**src/rtl/apb_pkg.sv**
```systemverilog
// Shared types and helpers for the APB register bank.
// FSM states, index/counter sizing and completion status codes.
package apb_pkg;

    typedef enum logic {
        ST_IDLE,
        ST_ACCESS
    } state_t;

    localparam logic APB_OK  = 1'b0;
    localparam logic APB_ERR = 1'b1;

    function automatic int idx_w(input int n);
        return (n <= 2) ? 1 : $clog2(n);
    endfunction

    function automatic int cnt_w(input int w);
        return (w < 1) ? 1 : $clog2(w + 1);
    endfunction

endpackage

```
**src/rtl/apb_regfile.sv**
```systemverilog
// Register storage: reg0 is a fixed ID word, regs 1..N-1 are writable.
// One write port, one combinational read port, flat register image.
module apb_regfile #(
    parameter int                DATA_W   = 32,
    parameter int                NUM_REGS = 16,
    parameter int                IDX_W    = 4,
    parameter logic [DATA_W-1:0] ID_VALUE = 32'hA0B1_0001
) (
    input  logic                       clk,
    input  logic                       rst_n,
    input  logic                       we,
    input  logic [IDX_W-1:0]           idx,
    input  logic [DATA_W-1:0]          wdata,
    output logic [DATA_W-1:0]          rdata,
    output logic [NUM_REGS*DATA_W-1:0] regs_o
);

    logic [DATA_W-1:0] mem [1:NUM_REGS-1];
    logic              idx_ok;

    assign idx_ok = (idx != '0) && (int'(idx) < NUM_REGS);

    always_ff @(posedge clk or negedge rst_n) begin
        if (!rst_n) begin
            for (int i = 1; i < NUM_REGS; i++) begin
                mem[i] <= '0;
            end
        end else if (we && idx_ok) begin
            mem[idx] <= wdata;
        end
    end

    always_comb begin
        rdata = ID_VALUE;
        if (idx_ok) begin
            rdata = mem[idx];
        end
    end

    always_comb begin
        regs_o = '0;
        regs_o[0 +: DATA_W] = ID_VALUE;
        for (int i = 1; i < NUM_REGS; i++) begin
            regs_o[i*DATA_W +: DATA_W] = mem[i];
        end
    end

endmodule

```
**src/rtl/apb_slave_regbank.sv**
```systemverilog
// APB3 completer with programmable wait states and decode-error reporting.
// Holds the transfer FSM; storage lives in apb_regfile.
module apb_slave_regbank #(
    parameter int                DATA_W      = 32,
    parameter int                ADDR_W      = 32,
    parameter int                NUM_REGS    = 16,
    parameter int                WAIT_CYCLES = 2,
    parameter logic [DATA_W-1:0] ID_VALUE    = 32'hA0B1_0001
) (
    input  logic                       PCLK,
    input  logic                       PRESETn,
    input  logic                       PSEL,
    input  logic                       PENABLE,
    input  logic                       PWRITE,
    input  logic [ADDR_W-1:0]          PADDR,
    input  logic [DATA_W-1:0]          PWDATA,
    output logic [DATA_W-1:0]          PRDATA,
    output logic                       PREADY,
    output logic                       PSLVERR,
    output logic [NUM_REGS*DATA_W-1:0] regs_o
);
    import apb_pkg::*;

    localparam int IDX_W = idx_w(NUM_REGS);
    localparam int CNT_W = cnt_w(WAIT_CYCLES);

    state_t            state;
    logic [CNT_W-1:0]  cnt;
    logic [IDX_W-1:0]  idx_q;
    logic              wr_q;
    logic              err_q;
    logic [DATA_W-1:0] wdata_q;
    logic [DATA_W-1:0] rd_data;
    logic [ADDR_W-3:0] word;
    logic              dec_err;
    logic              ready;
    logic              we;

    // Full word address is compared so aliases above the bank are rejected.
    assign word    = PADDR[ADDR_W-1:2];
    assign dec_err = (PADDR[1:0] != 2'b00)
                  || (word >= (ADDR_W-2)'(NUM_REGS))
                  || (PWRITE && (word == '0));

    assign ready   = (state == ST_ACCESS) && (cnt == '0) && PSEL && PENABLE;
    assign we      = ready && !err_q && wr_q;
    assign PREADY  = ready;
    assign PSLVERR = ready && err_q;
    assign PRDATA  = (ready && !err_q && !wr_q) ? rd_data : '0;

    always_ff @(posedge PCLK or negedge PRESETn) begin
        if (!PRESETn) begin
            state   <= ST_IDLE;
            cnt     <= '0;
            idx_q   <= '0;
            wr_q    <= 1'b0;
            err_q   <= APB_OK;
            wdata_q <= '0;
        end else begin
            unique case (state)
                ST_IDLE: begin
                    if (PSEL) begin
                        state   <= ST_ACCESS;
                        wr_q    <= PWRITE;
                        idx_q   <= PADDR[IDX_W+1:2];
                        wdata_q <= PWDATA;
                        if (!PENABLE) begin
                            err_q <= dec_err ? APB_ERR : APB_OK;
                            cnt   <= CNT_W'(WAIT_CYCLES);
                        end else begin
                            err_q <= APB_ERR;
                            cnt   <= '0;
                        end
                    end
                end
                ST_ACCESS: begin
                    if (!PSEL) begin
                        state <= ST_IDLE;
                    end else if (cnt != '0) begin
                        cnt <= cnt - CNT_W'(1);
                    end else if (PENABLE) begin
                        state <= ST_IDLE;
                    end
                end
                default: state <= ST_IDLE;
            endcase
        end
    end

    apb_regfile #(
        .DATA_W  (DATA_W),
        .NUM_REGS(NUM_REGS),
        .IDX_W   (IDX_W),
        .ID_VALUE(ID_VALUE)
    ) u_regfile (
        .clk   (PCLK),
        .rst_n (PRESETn),
        .we    (we),
        .idx   (idx_q),
        .wdata (wdata_q),
        .rdata (rd_data),
        .regs_o(regs_o)
    );

endmodule
```
**config.mk**
```make
export PLATFORM = sky130hd
export DESIGN_NAME = apb_slave_regbank
export DESIGN_NICKNAME = d
export VERILOG_FILES = /design/src/rtl/apb_pkg.sv /design/src/rtl/apb_regfile.sv /design/src/rtl/apb_slave_regbank.sv
export SDC_FILE = /design/constraint.sdc
export NUM_CORES = 1
export LEC_CHECK = 0
export BUFFER_PORTS_ARGS = -buffer_cell sky130_fd_sc_hd__buf_4
export CORE_AREA = 2 2 241 243
export CTS_CLUSTER_DIAMETER = 30
export DETAILED_ROUTE_END_ITERATION = 10
export DIE_AREA = 0 0 243 245
export PLACE_DENSITY = 0.66
export SLEW_MARGIN = 15
export SYNTH_ARGS = -nofsm -noshare
export SYNTH_HDL_FRONTEND = slang
export SYNTH_HIERARCHICAL = 1
export SYNTH_SLANG_ARGS = --single-unit
```
**constraint.sdc**
```tcl
create_clock -name PCLK -period 3.6 [get_ports PCLK]
set_clock_uncertainty 0.15 [all_clocks]
set_input_delay 1.08 -clock PCLK [delete_from_list [all_inputs] [get_ports PCLK]]
set_output_delay 1.08 -clock PCLK [all_outputs]
set_load 0.01 [all_outputs]
```
* Word-level counts from Yosys, hierarchy flattened
Index checks and enable logic that the tools add are counted.
W data, S select, Z words.
** Storage, ports and cells
- Bits in latches :: 0
- ROM bits :: 0
- Logic and storage cells :: 71
- Register bits after elaboration :: 521
- Output and inout bits :: 546
- Input bits :: 69
- Memory bits (writable) :: 0
- Memories :: 0
** Operators by class
- Add/sub/neg operators :: 1
- Multiply operators :: 0
- Bitwise logic cells :: 2
- Mux-type cells :: 20
- $lt $le $gt $ge :: 3
- Equality and inequality tests :: 3
- Div/mod/pow operators :: 0
- Shift-type cells :: 0
- Reduce and logical (&&, ||, !) cells :: 21
** Operators with widths (count)
- $bwmux W480 :: 1
- $mux W32 :: 5
- $bmux W32 S4 :: 1
- $demux W32 S4 :: 1
- $ge A30 B5 Y1 const B :: 1
- $logic_not A30 Y1 :: 1
- $logic_and A1 B1 Y1 :: 10
- $mux W2 :: 4
- $mux W1 :: 6
- $ge A5 B5 Y1 const B :: 1
- $lt A5 B1 Y1 const B :: 1
- $not A4 Y5 :: 1
- $ne A2 B2 Y1 const B :: 2
- $pmux W2 S2 :: 1
- $reduce_bool A2 Y1 :: 2
- $reduce_bool A4 Y1 :: 1
- $reduce_and A3 Y1 :: 1
- $logic_not A1 Y1 :: 2
- $logic_not A2 Y1 :: 1
- $logic_or A1 B1 Y1 :: 2
- $ne A2 B1 Y1 const B :: 1
- $pmux W1 S2 :: 1
- $reduce_and A2 Y1 :: 1
- $sub A2 B1 Y2 const B :: 1
- $not A1 Y1 :: 1

* Longest topological paths before layout
Gate-level depths: netlist of run 1.
- Depth in word-level cells :: 7
- Depth in mapped cells :: 9
- Gate-level depth less buffers :: 7

* Hierarchy
Netlist of run 1, hierarchy kept.
** By module, submodules not included
- apb_regfile :: area an instance 22047.4 um^2, times used 1, cells each 1466
- apb_slave_regbank :: area an instance 1955.6 um^2, times used 1, cells each 151

* Worst setup path before layout of run 1
OpenSTA, ideal clock, no wires.
- Kind :: flip-flop to output port
- Start :: register idx_q[0]
- End :: output PRDATA[15]
- Arrival :: 1.790 ns
- Setup slack :: 0.580 ns
- Path buffers :: 2
- Cell stages (with the launch flop) :: 8
- Cells stage by stage :: dfrtp_1 buf_4 clkbuf_1 mux2_2 a221o_1 a21oi_1 a21oi_1 and2_1
** Between the ends
- Word-level cells in the longest chain between the ends :: 6
** RTL lines
- start: declaration :: RTL line apb_slave_regbank.sv:29 : logic [IDX_W-1:0] idx_q;
- start signal: assignment :: RTL line apb_slave_regbank.sv:65 : idx_q <= PADDR[IDX_W+1:2];
- $not A4 Y5 (not written as such) :: RTL line apb_regfile.sv:36 : rdata = mem[idx];
- $bmux W32 S4 :: RTL line apb_regfile.sv:36
- $mux W32 (not written as such) (2 in a row) :: RTL line apb_regfile.sv:36
- $mux W32 (*) :: RTL line apb_regfile.sv:35 : if (idx_ok) begin
- net rd_data[15] :: RTL line apb_slave_regbank.sv:33 : logic [DATA_W-1:0] rd_data;
- $mux W32 (*) :: RTL line apb_slave_regbank.sv:49 : assign PRDATA = (ready && !err_q && !wr_q) ? rd_data : '0;
- end: declaration :: RTL line apb_slave_regbank.sv:17 : output logic [DATA_W-1:0] PRDATA,
Mark *: on every way through the listed nets, which the timed path passes. The rest lies on a longest branch. The select of a mux whose other input is x is not followed.

* Worst setup path in the final report of run 1
- Start :: register idx_q[1]
- End :: output PRDATA[28]
Same word-level chain as after synthesis.

==> key figures, run 1 <==
Outcome
  – Outcome: finished with violations
  – Failing checks: setup timing

Logic synthesis
  – Area contributors post-synth: dfrtp_1, mux2_2, mux4_2
  – Mapped cell area: 0.02400 sq mm
  – Post-synth top area share: 0.5432
  – Synthesis Warnings: 6
  – Cell taking the most area after synthesis: dfrtp_1
  – Gate Count Post-Synth: 1,617
  – Synth Register Bits: 521
  – Sequential-to-total area share from yosys stat: 0.5432
  – Mean area per synthesized cell: 14.84 sq um
  – Distinct cells, synth: 41

Timing
  – Fin. Hold Viols: 0
  – Fin. max-slew vios: 0
  – Final worst-path cycle share: 1.075
  – Slew HR: 0.5076
  – RSZ-0062 raised after global routing: yes
  – Tightest Pin Transition: 0.7386 ns
  – Highest Clock Rate: 0.2583 GHz
  – Final min period: 3.871 ns
  – Final setup vio count: 32
  – Final WS setup: -0.2708 ns

Power
  – Pleak: 17.77 nW
  – Power Dens Cells: 570.7 mW/mm^2
  – Final Power: 20.10 mW
  – Worst VDD drop: 0.4383 mV

Routing
  – Total routed wirelength: 90.94 mm
  – Via count: 17,680
  – Router iterations before antenna repair: 5
  – Post-route ant nets: 0
  – Post-DR wirelength/cell: 28.72 microns
  – DRC errors left: 0
  – Vias per cell: 5.584
  – First DRT Iteration DRCs: 1,222

Global routing
  – Gr usage total: 0.2994
  – Vias in the first global route: 18,420
  – Largest net degree at the start of global routing: 87
  – Initial antenna violation count: 1
  – Gr ovfl total: 0
  – Global-route wire length before repair: 130.0 mm

Placed design
  – Inst Count DP: 2,918
  – Dpl hpwl: 61.65 mm
  – PortBufs: 582
  – Pre-CTS setup slack: 0.1037 ns
  – Post-DP Area: 0.02979 sq mm
  – GP Congestion: 0.8887

CTS
  – CTS buffer count: 116
  – CTS hold repair buffers: 0
  – CTS tree: done
  – CTS root buffer: clkbuf_16
  – Clock Pin Slew Worst Setup and Hold Paths: 0.04 ns
  – CTS HTree Levels: 3
  – Clock insertion delay at the later pin of the skew report: 0.65 ns
  – Clock net sink count: 521
  – Longest Clk Path Bufs: 3

Setup path
  – Flop2flop setup slack: 0.71 ns
  – CP Launch Type: flip-flop
  – Critical Path AT: 2.64 ns
  – Crit Reg-Reg Startpoint: cnt[0]
  – Cells on worst reg2reg path: 10
  – CP Capture Type: output pin
  – CP Data Required Time: 2.37 ns
  – Critical path peak fanout: 29
  – RR Endpoint: u_regfile/regs_o[159]
  – Setup CP Type: flip-flop to output pin

Die
  – Placeable core area: 0.05703 sq mm
  – Die X: 243 microns
  – Chip Height: 245 microns
  – Starting Density: 0.4208
  – Die area: 0.05954 sq mm
  – Number of cell rows: 88
  – IO Count: 615

Layout
  – ANT cells: 0
  – Most frequent cells in the layout: buf_4, dfrtp_1, mux2_2, clkbuf_16, mux4_2
  – Post-layout nets: 2,377
  – Final instance area: 0.03521 sq mm
  – Layout area overhead: 46.70%
  – Layout cell share with drive strength beyond 1: 0.6739
  – Commonest non-fill, non-tap cell in the layout: buf_4
  – Non-Filler Instances: 3,166
  – Final Core Density: 0.6174

Run
  – Max_cap viols: 0

Hold path
  – Worst Hold Class: input pin to async pin
-- state kept, by name (all words and copies together) (netlist names) --
register          cells
state                 1
cnt                   2
err_q                 1
u_regfile/regs_o    480
wdata_q              32
wr_q                  1
idx_q                 4
-- Yosys cell counts (all sizes together) --
| cell type | count |
|---|---|
| a21oi | 50 |
| nand2 | 6 |
| nor2 | 17 |
| a221o | 25 |
| a221oi | 7 |
| dfrtp | 521 |
| conb | 2 |
| inv | 11 |
| nor3 | 5 |
| or2b | 1 |
| nor4b | 2 |
| o32a | 1 |
| and2 | 35 |
| mux2 | 542 |
| o2bb2ai | 1 |
| a22oi | 25 |
| mux4 | 71 |
| nor3b | 3 |
| nand3b | 2 |
| nand3 | 3 |
| o21a | 1 |
| o22ai | 8 |
| a22o | 1 |
| buf | 116 |
| nor2b | 2 |
| mux2i | 82 |
| nand2b | 4 |
| ha | 1 |
| nor4 | 7 |
| a211oi | 7 |
| nand4 | 3 |
| clkbuf | 55 |
-- cell type report --
type	count	area, sq um
repair buffers	713	6260
clock inverters	68	963.4
clock buffers	144	3199
fillers	4406	21820
inverters	11	41.29
multi-input cells	944	10740
flip-flops and latches	521	13050
well taps	765	957.2
-- report_power, final --
part | switching, mW | total (mW) | internal, mW
clock network | 3.38 | 11.1 | 7.74
registers | 0.475 | 6.46 | 5.99
logic | 1.34 | 2.51 | 1.17
total | 5.20 | 20.1 | 14.9
-- cell families (layout without fill, tap and decap cells) --
group / Yosys count / in the layout / share of synthesized area
mux: 695 / 695 / 0.3551
fa+ha+maj: 1 / 1 / 0.0005212
buf+inv: 182 / 936 / 0.04134
compound gates: 126 / 126 / 0.03696
flops: 521 / 521 / 0.5432
other cells: 2 / 32 / 0.0003129
simple gates: 90 / 90 / 0.02262
-- worst max-delay path, cell delays in order, from the launching register on --
cell and delay, ns:
dfrtp_4 0.45, buf_12 0.12, buf_12 0.20, mux4_2 0.52, mux2i_1 0.24, a21oi_1 0.11, and2_1 0.17, buf_4 0.14
-- worst max path at each step --
stage	start	to	slack, ns
2_1_floorplan	idx_q[0]	PRDATA[15]	0.58
3_3_place_gp	idx_q[1]	PRDATA[20]	0.12
3_5_place_dp	idx_q[1]	PRDATA[20]	0.10
4_1_cts	idx_q[0]	PRDATA[1]	-0.29
5_1_grt	idx_q[0]	PRDATA[24]	-0.37
6_report	idx_q[1]	PRDATA[28]	-0.27
-- per-stage QoR --
stage                     hold WS, ns  TNS [ns]
after floorplan                0.3061         0
after global placement         0.3231         0
after detailed placement       0.3466         0
after CTS                      0.2530    -7.846
after global routing           0.2570    -8.922
final                          0.2405    -6.728
-- layer usage --
layer  vias to the layer above  part of all wire  GRT usage
met5                         -                 0          0
met4                         0             0.032     0.1142
met3                       148             0.075    0.06834
met2                       836              0.49     0.4937
met1                      9340              0.40     0.3861
li1                       7356                 -          -
-- what timing repair did --
item,CTS,global route
setup buffers,27,4
setup endpoints to repair,32,32
hold endpoints to repair,0,0
cloned,9,0
pin swaps,47,30
resized for setup,130,54
No activity file was read; power rests on OpenSTA's default activity.
==> inputs of run 2 (changes only) <==
CELL_PAD_IN_SITES_DETAIL_PLACEMENT = 1   (was not set)
CELL_PAD_IN_SITES_GLOBAL_PLACEMENT = 1   (was not set)
CORE_AREA = not set   (was 2 2 241 243)
CORE_UTILIZATION = 43   (was not set)
DIE_AREA = not set   (was 0 0 243 245)
PLACE_DENSITY = not set   (was 0.66)
PLACE_DENSITY_LB_ADDON = 0.1   (was not set)
==> run 2 against run 1 <==
  * Maximum frequency shrank 2.4%
  * Cell area up 0.53%
  * Worst setup slack worse by 0.094 ns
  * Clock power is 9% higher
  * Largest power group unchanged
  * Final cell count is 0.57% lower
  * The flow still finishes with violations (setup timing)
  * Critical endpoint is now PRDATA[4]
  * Core utilization increased by 2.5 points
  * Combinational power shrank 2%
==> key figures, run 2 (synthesis gave the netlist of run 1 again) <==
Global routing
  – Initial antenna violation count: 1 (unchanged)
  – Vias in the first global route: 19,520 (was 18,420)
  – Largest net degree at the start of global routing: 100 (was 87)
  – Global-route wire length before repair: 138.8 mm (was 130.0 mm)
  – Gr ovfl total: 0 (unchanged)
  – Gr usage total: 0.3399 (was 0.2994)

CTS
  – CTS root buffer: clkbuf_16 (unchanged)
  – CTS hold repair buffers: 0 (unchanged)
  – CTS tree: done (unchanged)
  – Clock net sink count: 521 (unchanged)
  – Longest Clk Path Bufs: 3 (unchanged)
  – CTS buffer count: 130 (was 116)
  – Clock Pin Slew Worst Setup and Hold Paths: 0.04 ns (about the same)
  – CTS HTree Levels: 4 (was 3)
  – Clock insertion delay at the later pin of the skew report: 0.68 ns (was 0.65 ns)

Die
  – Number of cell rows: 86 (was 88)
  – Starting Density: 0.4357 (was 0.4208)
  – Chip Height: 238.3 microns (was 245 microns)
  – Die X: 238.3 microns (was 243 microns)
  – Placeable core area: 0.05509 sq mm (was 0.05703 sq mm)
  – IO Count: 615 (unchanged)
  – Die area: 0.05677 sq mm (was 0.05954 sq mm)

Power
  – Final Power: 21.06 mW (was 20.10 mW)
  – Power Dens Cells: 594.9 mW/mm^2 (was 570.7 mW/mm^2)
  – Pleak: 17.90 nW (was 17.77 nW)
  – Seq pwr share: 0.309 (was 0.322)
  – Clock power frac: 0.575 (was 0.553)
  – P_sw: 5.374 mW (was 5.198 mW)
  – Worst VDD drop: 0.4508 mV (was 0.4383 mV)
  – Internal Power: 15.68 mW (was 14.90 mW)
  – Logic pwr share: 0.116 (was 0.125)
  – Sw Share: 0.2552 (was 0.2587)

Layout
  – Max reg flops: 480 (unchanged)
  – ANT cells: 0 (unchanged)
  – Final instance area: 0.03540 sq mm (was 0.03521 sq mm)
  – Most frequent cells in the layout: buf_4, dfrtp_1, mux2_2, clkbuf_16, mux4_2 (unchanged)
  – Filler cells: 5,136 (was 4,406)
  – Layout area overhead: 47.48% (was 46.70%)
  – Commonest non-fill, non-tap cell in the layout: buf_4 (unchanged)
  – Layout cell share with drive strength beyond 1: 0.6621 (was 0.6739)
  – Post-layout nets: 2,374 (was 2,377)

Setup path
  – Crit Reg-Reg Startpoint: cnt[0] (unchanged)
  – CP Data Required Time: 2.37 ns (about the same)
  – Flop2flop setup slack: 0.58 ns (was 0.71 ns)
  – CP Launch Type: flip-flop (unchanged)
  – Worst path max stage delay: 0.42 ns (was 0.52 ns)
  – RR Endpoint: u_regfile/regs_o[413] (was u_regfile/regs_o[159])
  – CP Capture Type: output pin (unchanged)
  – Setup CP Type: flip-flop to output pin (unchanged)
  – Crit path cell chain: buf_12 > buf_16 > mux2_2 > a221o_1 > a21oi_2 > a21oi_1 > and2_1 > buf_4 (was buf_12 > buf_12 > mux4_2 > mux2i_1 > a21oi_1 > and2_1 > buf_4)
  – Critical Path AT: 2.73 ns (was 2.64 ns)
  – Critical path peak fanout: 8 (was 29)
  – CP max-delay cell: dfrtp_4 (was mux4_2)
  – Cells on worst reg2reg path: 10 (unchanged)

Timing
  – Fin. Hold Viols: 0 (unchanged)
  – Final min period: 3.965 ns (was 3.871 ns)
  – Final worst-path cycle share: 1.101 (was 1.075)
  – RSZ-0062 raised after global routing: yes (unchanged)
  – Fin. max-slew vios: 0 (unchanged)
  – Final WS setup: -0.3649 ns (was -0.2708 ns)
  – Tightest Pin Transition: 0.7651 ns (was 0.7386 ns)
  – Highest Clock Rate: 0.2522 GHz (was 0.2583 GHz)
  – Hold WS: 0.2318 ns (was 0.2405 ns)
  – Slew HR: 0.4900 (was 0.5076)
  – Final setup vio count: 32 (unchanged)

Run
  – Max_cap viols: 0 (unchanged)

Routing
  – Post-DR wirelength/cell: 31.02 microns (was 28.72 microns)
  – Total routed wirelength: 97.66 mm (was 90.94 mm)
  – First DRT Iteration DRCs: 1,184 (was 1,222)
  – Vias per cell: 5.661 (was 5.584)
  – Router iterations before antenna repair: 5 (unchanged)
  – DRC errors left: 0 (unchanged)
  – Post-route ant nets: 0 (unchanged)
  – Via count: 17,820 (was 17,680)

Placed design
  – Dpl hpwl: 64.05 mm (was 61.65 mm)
  – GP Congestion: 0.9135 (was 0.8887)
  – PortBufs: 582 (unchanged)
  – Post-DP Area: 0.02973 sq mm (was 0.02979 sq mm)

Hold path
  – Worst Hold Class: input pin to async pin (unchanged)

Outcome
  – Failing checks: setup timing (unchanged)
  – Outcome: finished with violations (unchanged)
[run 2: stage by stage]
step / worst slack [ns] / cells / TNS (ns) / util
2_1_floorplan: 0.5799 / 1647 / 0 / -
3_3_place_gp: 0.2196 / 2889 / 0 / 0.5397
3_5_place_dp: 0.1889 / 2889 / 0 / 0.5397
4_1_cts: -0.4682 / 3136 / -11.88 / 0.6324
5_1_grt: -0.4221 / 3148 / -11.74 / 0.6425
6_report: -0.3649 / 3148 / -9.402 / 0.6425
[run 2: final cells by class]
cell class	count	area (sq um)	area share
clock inverters	53	748.2	0.02114
well taps	748	935.9	0.02644
repair buffers	696	6146	0.1736
inverters	11	41.29	0.001166
multi-input cells	944	10630	0.3004
flip-flops and latches	521	13050	0.3687
clock buffers	175	3845	0.1086
[run 2: layer usage]
| layer | track usage | up-vias | part of all wire |
|---|---|---|---|
| met4 | 0.1595 | 2 | 0.041 |
| met2 | 0.5587 | 784 | 0.50 |
| li1 | - | 7347 | - |
| met3 | 0.08792 | 201 | 0.074 |
| met5 | 0 | - | 0.000092 |
| met1 | 0.4190 | 9486 | 0.38 |
[run 2: critical path: cells and delay by family (launching register included)]
kind                   cells  cell delay (ns)
AOI/OAI and AO/OA          3             0.67
buffers and inverters      3             0.46
DFF                        1             0.42
muxes                      1             0.34
and+or+nand+nor            1             0.17
[run 2: how the worst max path moves through the flow]
stage,from,endpoint
CTS,idx_q[0],PRDATA[25]
floorplan,idx_q[0],PRDATA[15]
finish,idx_q[0],PRDATA[4]
global placement,PENABLE,PRDATA[16]
global route,idx_q[0],PRDATA[3]
detailed placement,PSEL,PRDATA[16]
[run 2: power by group through the flow]
stage | Clock, mW | Combinational (mW) | Sequential (mW)
2_1_floorplan | 0 | 1.26 | 6.19
3_3_place_gp | 0 | 1.83 | 6.54
3_5_place_dp | 0 | 1.86 | 6.56
4_1_cts | 12.2 | 2.20 | 6.48
5_1_grt | 12.6 | 2.55 | 6.52
6_report | 12.1 | 2.45 | 6.50
[run 2: repair_timing]
action,in CTS,in global routing
gates cloned,5,5
pin swaps,18,37
setup buffers,14,11
setup endpoints to repair,32,32
gates resized for setup,52,92
==> inputs of run 3 (changes only) <==
CORE_MARGIN = 2   (was not set)
GPL_TIMING_DRIVEN = 0   (was not set)
==> run 3 against run 2 <==
  * The run still ends with setup timing left
  * Core utilization rose by 1.3 points
  * Combinational power rose by 38%
  * Clock-buffer cell count fell by 1
  * Flip-flop and latch count did not move
  * Routed wire length rose by 11%
  * Critical path depth did not move
  * Sequential share of layout area fell by 0.76 points
  * Die area rose by 1.7%
  * Worst setup slack got worse by 0.034 ns
  * First-iteration DRC count barely moved
  * Global-route usage rose by 3.2 points
  * Largest cell class unchanged
  * Register-to-register slack got worse by 0.52 ns
==> key figures, run 3 (synthesis gave the netlist of run 1 again) <==
Routing
  – Vias per cell: 5.768 (was 5.661)
  – Via count: 18,790 (was 17,820)
  – Post-DR wirelength/cell: 33.40 microns (was 31.02 microns)
  – First DRT Iteration DRCs: 1,183 (was 1,184)
  – DRC errors left: 0 (unchanged)
  – Total routed wirelength: 108.8 mm (was 97.66 mm)
  – Router iterations before antenna repair: 5 (unchanged)
  – Post-route ant nets: 0 (unchanged)

CTS
  – Longest Clk Path Bufs: 3 (unchanged)
  – CTS tree: done (unchanged)
  – Clock net sink count: 521 (unchanged)
  – CTS hold repair buffers: 0 (unchanged)
  – CTS HTree Levels: 4 (unchanged)
  – Clock Pin Slew Worst Setup and Hold Paths: 0.05 ns (was 0.04 ns)
  – CTS root buffer: clkbuf_16 (unchanged)
  – CTS buffer count: 131 (was 130)
  – Clock insertion delay at the later pin of the skew report: 0.72 ns (was 0.68 ns)

Global routing
  – Gr ovfl total: 0 (unchanged)
  – Initial antenna violation count: 2 (was 1)
  – Global-route wire length before repair: 150.5 mm (was 138.8 mm)
  – Gr usage total: 0.3719 (was 0.3399)
  – Largest net degree at the start of global routing: 106 (was 100)
  – Vias in the first global route: 20,330 (was 19,520)

Die
  – Chip Height: 240.3 microns (was 238.3 microns)
  – Die X: 240.3 microns (was 238.3 microns)
  – IO Count: 615 (unchanged)
  – Placeable core area: 0.05509 sq mm (unchanged)
  – Die area: 0.05773 sq mm (was 0.05677 sq mm)
  – Starting Density: 0.4357 (unchanged)
  – Number of cell rows: 86 (unchanged)

Setup path
  – CP Data Required Time: 2.37 ns (about the same)
  – CP max-delay cell: mux4_2 (was dfrtp_4)
  – Cells on worst reg2reg path: 8 (was 10)
  – Setup CP Type: flip-flop to output pin (unchanged)
  – CP Capture Type: output pin (unchanged)
  – Crit Reg-Reg Startpoint: cnt[0] (unchanged)
  – Critical Path AT: 2.77 ns (was 2.73 ns)
  – Most used cell, CP: buf_12
  – Critical path launch point: idx_q[1] (was idx_q[0])
  – CP Launch Type: flip-flop (unchanged)
  – Critical path peak fanout: 7 (was 8)
  – Worst path max stage delay: 0.51 ns (was 0.42 ns)
  – Crit path cell chain: buf_12 > buf_16 > buf_12 > mux4_2 > mux2i_2 > a21oi_1 > and2_1 > buf_6 (was buf_12 > buf_16 > mux2_2 > a221o_1 > a21oi_2 > a21oi_1 > and2_1 > buf_4)

Layout
  – Area occupied by multi-input gates: 0.01066 sq mm (was 0.01063 sq mm)
  – Post-layout nets: 2,476 (was 2,374)
  – Layout area overhead: 50.50% (was 47.48%)
  – Layout cell share with drive strength beyond 1: 0.6664 (was 0.6621)
  – Most frequent cells in the layout: buf_4, dfrtp_1, mux2_2, clkbuf_16, mux4_2 (unchanged)
  – Filler cells: 5,105 (was 5,136)
  – Max reg flops: 480 (unchanged)
  – Register Area: 0.01304 sq mm (was 0.01305 sq mm)
  – Commonest non-fill, non-tap cell in the layout: buf_4 (unchanged)
  – Non-Filler Instances: 3,258 (was 3,148)

Placed design
  – Dpl hpwl: 73.29 mm (was 64.05 mm)
  – Pre-CTS setup slack: -0.6121 ns (was 0.1889 ns)
  – GP Congestion: 0.9140 (was 0.9135)
  – PortBufs: 582 (unchanged)
  – Inst Count DP: 2,982 (was 2,889)

Timing
  – Slew HR: 0.2954 (was 0.4900)
  – Highest Clock Rate: 0.2501 GHz (was 0.2522 GHz)
  – Final min period: 3.999 ns (was 3.965 ns)
  – Final worst-path cycle share: 1.111 (was 1.101)
  – Final WS setup: -0.3991 ns (was -0.3649 ns)
  – Total negative slack: -10.29 ns (was -9.402 ns)
  – Tightest Pin Transition: 1.057 ns (was 0.7651 ns)
  – Fin. max-slew vios: 0 (unchanged)
  – Final setup vio count: 32 (unchanged)
  – Fin. Hold Viols: 0 (unchanged)
  – RSZ-0062 raised after global routing: yes (unchanged)

Power
  – Power Dens Cells: 609.0 mW/mm^2 (was 594.9 mW/mm^2)
  – Pleak: 18.36 nW (was 17.90 nW)
  – Final Power: 22.00 mW (was 21.06 mW)
  – Worst VDD drop: 0.4651 mV (was 0.4508 mV)

Outcome
  – Outcome: finished with violations (unchanged)
  – Failing checks: setup timing (unchanged)

Hold path
  – Worst Hold Class: input pin to async pin (unchanged)

Run
  – Max_cap viols: 0 (unchanged)
run 3: repair_timing:
| item | CTS | global route |
|---|---|---|
| gates cloned | 7 | 5 |
| setup endpoints to repair | 92 | 402 |
| gates resized for setup | 244 | 98 |
| setup buffers | 16 | 17 |
| pin swaps | 30 | 41 |
| hold endpoints to repair | 0 | 0 |
run 3: where the power goes:
| group | internal [mW] | switching (mW) | total (mW) | leakage (nW) |
|---|---|---|---|---|
| Sequential | 5.99 | 0.223 | 6.22 | 7.18 |
| Clock | 8.65 | 3.76 | 12.4 | 2.28 |
| Combinational | 1.36 | 2.02 | 3.38 | 8.90 |
run 3: stage by stage:
stage	hold slack [ns]	cell area [sq um]	util
2_1_floorplan	0.3061	24120	-
3_3_place_gp	0.3210	29420	0.5340
4_1_cts	0.2461	35570	0.6456
5_1_grt	0.2669	36120	0.6557
3_5_place_dp	0.3441	29570	0.5367
6_report	0.2114	36120	0.6557
run 3: layout make-up:
| cell class | count | area share |
|---|---|---|
| clock buffers | 174 | 0.1062 |
| well taps | 748 | 0.02591 |
| plain buffers | 169 | 0.04337 |
| multi-input cells | 944 | 0.2950 |
| flip-flops and latches | 521 | 0.3610 |
| diodes | 1 | 0.00006927 |
| clock inverters | 62 | 0.02366 |
| repair buffers | 628 | 0.1436 |
| inverters | 11 | 0.001143 |
run 3: worst max-delay path: cells and delay by family (launching register included):
| family | cells | cell delay (ns) |
|---|---|---|
| simple gates | 1 | 0.18 |
| flops | 1 | 0.43 |
| buf+inv | 4 | 0.60 |
| mux | 2 | 0.74 |
| compound gates | 1 | 0.10 |
run 3: routing by layer:
layer,global-route usage,vias up,part of all wire
li1,-,7563,-
met1,0.4501,10100,0.38
met2,0.6005,851,0.49
met3,0.1079,275,0.079
met4,0.2016,0,0.055
met5,0,-,0
run 3: path summary, 6_finish.rpt:
kind / to / slack (ns)
max: PRDATA[11] / -0.40
min: u_regfile/regs_o[66] / 0.21
max reg2reg: u_regfile/regs_o[454] / 0.06
min reg2reg: cnt[1] / 0.36
max in group asynchronous: wdata_q[12] / 1.67
min in group PCLK: cnt[1] / 0.36
